**src/rtl/sliscp_perm_ctrl.sv**
```systemverilog
// Purpose : iterative sLiSCP-light-192 controller; owns the state register, sequences STEPS steps.
// Latency : load accepted at cycle 0, out_valid at cycle STEPS*R+1 with R-cycle steps (145 for R=8).
// Backpres: out_state held in DONE until out_ready; in_ready only in IDLE, one cycle after out_ready.
//
// Ports:
//   clk, rst                    rising-edge clock, synchronous active-high reset
//   in_valid/in_ready/in_state  load request; state {s0,s1,s2,s3}, s0 in MSBs
//   out_valid/out_ready/out_state  permuted state handshake (out_state is the state register)
//   busy                        high while steps are running
//   step_sin/step_sout          state to / from the single-step datapath
//   step_en/step_done           datapath round-counter enable / end-of-step strobe
//   rc0,rc1,sc0,sc1             round and step constants for the current step index
module sliscp_perm_ctrl #(
    parameter int WIDTH        = 48,
    parameter int STEPS        = 18,
    parameter int G_ASYNC_RSTN = 0
) (
    input  logic                 clk,
    input  logic                 rst,
    input  logic                 in_valid,
    output logic                 in_ready,
    input  logic [4*WIDTH-1:0]   in_state,
    output logic                 out_valid,
    input  logic                 out_ready,
    output logic [4*WIDTH-1:0]   out_state,
    output logic                 busy,
    output logic [4*WIDTH-1:0]   step_sin,
    input  logic [4*WIDTH-1:0]   step_sout,
    output logic                 step_en,
    input  logic                 step_done,
    output logic [7:0]           rc0,
    output logic [7:0]           rc1,
    output logic [7:0]           sc0,
    output logic [7:0]           sc1
);

    localparam int CW = (STEPS > 1) ? $clog2(STEPS) : 1;
    localparam logic [CW-1:0] LAST_STEP = CW'(STEPS - 1);

    // The constant ROM holds 18 entries; the async-reset flag only matters to the
    // step datapath, which sits outside this block.
    if (STEPS < 1 || STEPS > 18 || (G_ASYNC_RSTN != 0 && G_ASYNC_RSTN != 1)) begin : g_bad_param
        $error("sliscp_perm_ctrl: unsupported parameter set");
    end

    typedef enum logic [1:0] {
        IDLE = 2'd0,
        RUN  = 2'd1,
        DONE = 2'd2
    } fsm_t;

    fsm_t                fsm_q, fsm_d;
    logic [4*WIDTH-1:0]  st_q, st_d;
    logic [CW-1:0]       ctr_q, ctr_d;
    logic [CW-1:0]       rom_idx;
    logic [31:0]         rom_word;

    always_ff @(posedge clk) begin
        if (rst) begin
            fsm_q <= IDLE;
            st_q  <= '0;
            ctr_q <= '0;
        end else begin
            fsm_q <= fsm_d;
            st_q  <= st_d;
            ctr_q <= ctr_d;
        end
    end

    always_comb begin
        fsm_d = fsm_q;
        st_d  = st_q;
        ctr_d = ctr_q;
        unique case (fsm_q)
            IDLE: begin
                if (in_valid) begin
                    st_d  = in_state;
                    ctr_d = '0;
                    fsm_d = RUN;
                end
            end
            RUN: begin
                // Only RUN consumes step_done; a strobe in IDLE/DONE never touches st.
                if (step_done) begin
                    st_d = step_sout;
                    if (ctr_q == LAST_STEP) begin
                        fsm_d = DONE;
                    end else begin
                        ctr_d = ctr_q + 1'b1;
                    end
                end
            end
            DONE: begin
                if (out_ready) begin
                    fsm_d = IDLE;
                end
            end
            default: fsm_d = IDLE;
        endcase
    end

    // All handshake outputs decode the registered state only, so there is no
    // combinational path from in_valid or out_ready to any output.
    assign in_ready  = (fsm_q == IDLE);
    assign out_valid = (fsm_q == DONE);
    assign busy      = (fsm_q == RUN);
    assign step_en   = (fsm_q == RUN);
    assign step_sin  = st_q;
    assign out_state = st_q;

    // ctr parks at the last index in DONE; force entry 0 outside RUN.
    assign rom_idx = (fsm_q == RUN) ? ctr_q : '0;

    // Entry = {rc0, rc1, sc0, sc1} for the step index.
    always_comb begin
        rom_word = '0;
        case (int'(rom_idx))
            0:       rom_word = 32'h07_27_08_29;
            1:       rom_word = 32'h04_34_0c_1d;
            2:       rom_word = 32'h06_2e_0a_33;
            3:       rom_word = 32'h25_19_2f_2a;
            4:       rom_word = 32'h17_35_38_1f;
            5:       rom_word = 32'h1c_0f_24_10;
            6:       rom_word = 32'h12_08_36_18;
            7:       rom_word = 32'h3b_0c_0d_14;
            8:       rom_word = 32'h26_0a_2b_1e;
            9:       rom_word = 32'h15_2f_3e_31;
            10:      rom_word = 32'h3f_38_01_09;
            11:      rom_word = 32'h20_24_21_2d;
            12:      rom_word = 32'h30_36_11_1b;
            13:      rom_word = 32'h28_0d_39_16;
            14:      rom_word = 32'h3c_2b_05_3d;
            15:      rom_word = 32'h22_3e_27_03;
            16:      rom_word = 32'h13_01_34_02;
            17:      rom_word = 32'h1a_21_2e_23;
            default: rom_word = '0;
        endcase
    end

    assign rc0 = rom_word[31:24];
    assign rc1 = rom_word[23:16];
    assign sc0 = rom_word[15:8];
    assign sc1 = rom_word[7:0];

endmodule

```
**config.mk**
```make
export PLATFORM = sky130hd
export DESIGN_NAME = sliscp_perm_ctrl
export DESIGN_NICKNAME = d
export VERILOG_FILES = /design/src/rtl/sliscp_perm_ctrl.sv
export SDC_FILE = /design/constraint.sdc
export NUM_CORES = 1
export LEC_CHECK = 0
export BUFFER_PORTS_ARGS = -buffer_cell sky130_fd_sc_hd__buf_2
export CORE_AREA = 2 2 318 320
export DETAILED_ROUTE_END_ITERATION = 12
export DIE_AREA = 0 0 320 322
export SKIP_LAST_GASP = 1
export SYNTH_ARGS = -nofsm -noshare
export SYNTH_HDL_FRONTEND = slang
export SYNTH_SLANG_ARGS = --single-unit
```
**constraint.sdc**
```tcl
create_clock -name clk -period 5.6 [get_ports clk]
set_input_delay 0.28 -clock clk [delete_from_list [all_inputs] [get_ports clk]]
set_output_delay 0.28 -clock clk [all_outputs]
set_load 0.02 [all_outputs]
```
==> results_dict.tcl <==
set metrics [dict create \
    met2_usage 0.1974 \
    r2r_start "fsm_q[0]" \
    top_usage_layer "met2" \
    gp_congestion 0.8881 \
    switching_share 0.3828 \
    firstDrtPassIters 6 \
    syn_inst 1478 \
    start_util 0.1145 \
    critPathLaunch "fsm_q[0]" \
    final_common_cell "buf_2" \
    stdcell_count 3627 \
    grtUsageMet3 0.03634 \
    grt_max_degree 139 \
    status "finished clean" \
    die_h_um 322 \
    cts_buffers 17 \
    nFillCells 11122 \
    drc_errors 0 \
    drive_gt1_frac 0.3704 \
    post-place-cells 3250 \
    use_met1 0.1435 \
    nNetsFinal 2711 \
    grt_pass1_wl_mm 92.40 \
    die_x_um 320 \
    tns_ns 0 \
    hold_start "step_sout[185]" \
    grt_overflow 0 \
    rsz0062_at_grt "false" \
    max-slew-margin-rel 0.3903 \
    reg2reg_slack_ns 1.92 \
    path_clk_slew_ns 0.09 \
    antenna_left 0 \
    worst_setup_path_start_kind "flop" \
    avgRoutedWirePerCell_um 18.38 \
    slew_viol_final 0 \
    setup_viol_count_final 0 \
    cts-resized-gates 0 \
    drtIter0Drc 935 \
    max-cap-violations 0 \
    grt.total_usage 0.1219 \
    fp.coreArea_um2 99570 \
    worstMarginPinSlew_ns 0.9145 \
    reg2reg_depth 6 \
    numClockSinks 199 \
    hold_path_end "out_state[185]" \
    power.switching_mw 1.760 \
    ys_types 53 \
    synth_edf_count 0 \
    pin_count 809 \
    rows 116 \
    syn_area_um2 11400 \
    critPathRequiredTime_ns 5.32 \
    min_path_type "in -> reg" \
    min_path_cells 3 \
    internal_power_mw 2.839 \
    clkLatencyLatePin_ns 0.51 \
    yosysWarnings 0 \
    async_flop_share 0 \
    rr_endpoint "out_state[114]" \
    dp_hpwl_mm 47.73 \
    cts-root-buf "clkbuf_16" \
    avgSynthCellArea_um2 7.716 \
    seq_area_frac_synth 0.3493 \
    seq_area_um2 3984 \
    grt_pass1_vias 13846 \
    worst_ir_drop_vdd_mv 0.1552 \
    fmax_mhz 239.7 \
    p_clk_frac 0.298 \
    cp-end-kind "primary output" \
    share_seq_of_total_power 0.369 \
    clock_skew_ns 0.01883 \
    antenna_found_initial 38 \
    p_leak_nw 8.928 \
    synth_ff_type "dfxtp_1" \
    syn_to_final_growth_pct 66.90 \
    multi_input_area_um2 5251 \
    critPathKind "reg -> out" \
    cts_buffer_depth 2 \
    wirelength_mm 66.67 \
    period_needed_ns 4.171 \
    period_share 0.7449 \
    htree_levels 4 \
    synth_seq_cells 199 \
    die-area_um2 103000 \
    vias_per_cell 4.063 \
    p_per_area_nw_per_um2 241.6 \
    cts_tree "built" \
    p_comb_frac 0.333 \
    crit_arrival_ns 3.89 \
    finalHoldViolations 0 \
    port_buffers 800 \
    layout_common_cells "799 x buf_2, 391 x nand2_1, 336 x dlygate4sd3_1" \
    num_vias 14738 \
    worstPathMaxFanout 79 \
]
-- per-stage QoR --
step                worst slack [ns]  hold WS [ns]  area (um2)  utilization  power [mW]
floorplan                      2.623        0.4400       11430            -       2.599
global placement               2.032        0.5148       15050       0.1512       2.988
detailed placement             1.944        0.5240       15050       0.1512       2.995
CTS                            1.323    0.00004097       19010       0.1909       4.666
global route                   1.104       0.02385       19020       0.1911       4.838
finish                         1.429       0.05623       19030       0.1912       4.599
-- critical path: stages (launching register included) --
cell      delay [ns]
dfxtp_1         0.74
nand2b_4        0.40
inv_8           0.52
nand2_1         0.26
ha_1            0.49
inv_1           0.13
mux4_2          0.48
nor2b_1         0.14
buf_2           0.16
-- per-layer routing --
layer	wire, um	vias up	part of all wire
li1	-	6698	-
met1	26560	7024	0.40
met2	31300	823	0.47
met3	5376	171	0.081
met4	3299	22	0.049
met5	127	-	0.0019
-- power by group through the flow --
stage	clock network (mW)	registers (mW)	logic (mW)
3_3_place_gp	0	1.72	1.26
5_1_grt	1.49	1.71	1.64
6_report	1.37	1.70	1.53
3_5_place_dp	0	1.73	1.27
2_1_floorplan	0	1.84	0.757
4_1_cts	1.45	1.70	1.52
-- how the worst max path moves through the flow --
stage              to  slack (ns)  cells past startpoint
6_report       rc1[4]        1.43                      8
5_1_grt        sc1[4]        1.10                      9
4_1_cts        rc1[4]        1.32                      8
3_5_place_dp   rc1[4]        1.94                      8
3_3_place_gp   rc1[4]        2.03                      8
2_1_floorplan  sc1[0]        2.62                     12
-- final cells by class --
cell class,count,area share
Timing Repair Buffer,1151,0.3941
Multi-Input combinational cell,926,0.2759
Sequential cell,199,0.2093
Antenna cell,10,0.001315
Clock buffer,18,0.02307
Inverter,12,0.003024
Tap cell,1298,0.08532
Clock inverter,13,0.008019
-- repair_timing --
| action | CTS | global route |
|---|---|---|
| endpoints found under the hold margin | 189 | 0 |
| setup buffers | 0 | 0 |
| hold buffers | 336 | 0 |
-- registers in the layout, indices dropped and copies added (netlist names) --
register and cells:
out_state 192, ctr_q 5, fsm_q 2
-- cells by family (layout without fill, tap and decap cells) --
family / Yosys count / in the layout / share of synthesized area
AND/OR/NAND/NOR: 452 / 452 / 0.1612
adder cells (fa/ha/maj): 15 / 15 / 0.01646
multiplexers: 8 / 8 / 0.009654
buffers and inverters: 360 / 1194 / 0.1955
AO/OA/AOI/OAI: 443 / 443 / 0.2676
other: 1 / 18 / 0.0003288
flip-flops: 199 / 199 / 0.3493
-- synthesized netlist by cell type, drive strengths merged (2+ instances only) --
library cell	instances	area share
nand2	391	0.13
buf	287	0.17
a21oi	206	0.090
dfxtp	199	0.35
a311oi	193	0.15
clkbuf	61	0.020
ha	15	0.016
inv	12	0.0039
nor2	11	0.0036
o31ai	11	0.0072
nand2b	9	0.0049
a211oi	8	0.0053
nor2b	7	0.0038
nand3	6	0.0026
nor3	6	0.0026
o21ai	6	0.0026
mux2	4	0.0039
and2	3	0.0016
nand3b	3	0.0020
o211ai	3	0.0020
and3b	2	0.0015
mux2i	2	0.0018
mux4	2	0.0039
nand4	2	0.0011
nand4b	2	0.0015
nand4bb	2	0.0020
o22a	2	0.0015
or2	2	0.0011
Note: power is estimated with default switching activity, not from simulation.
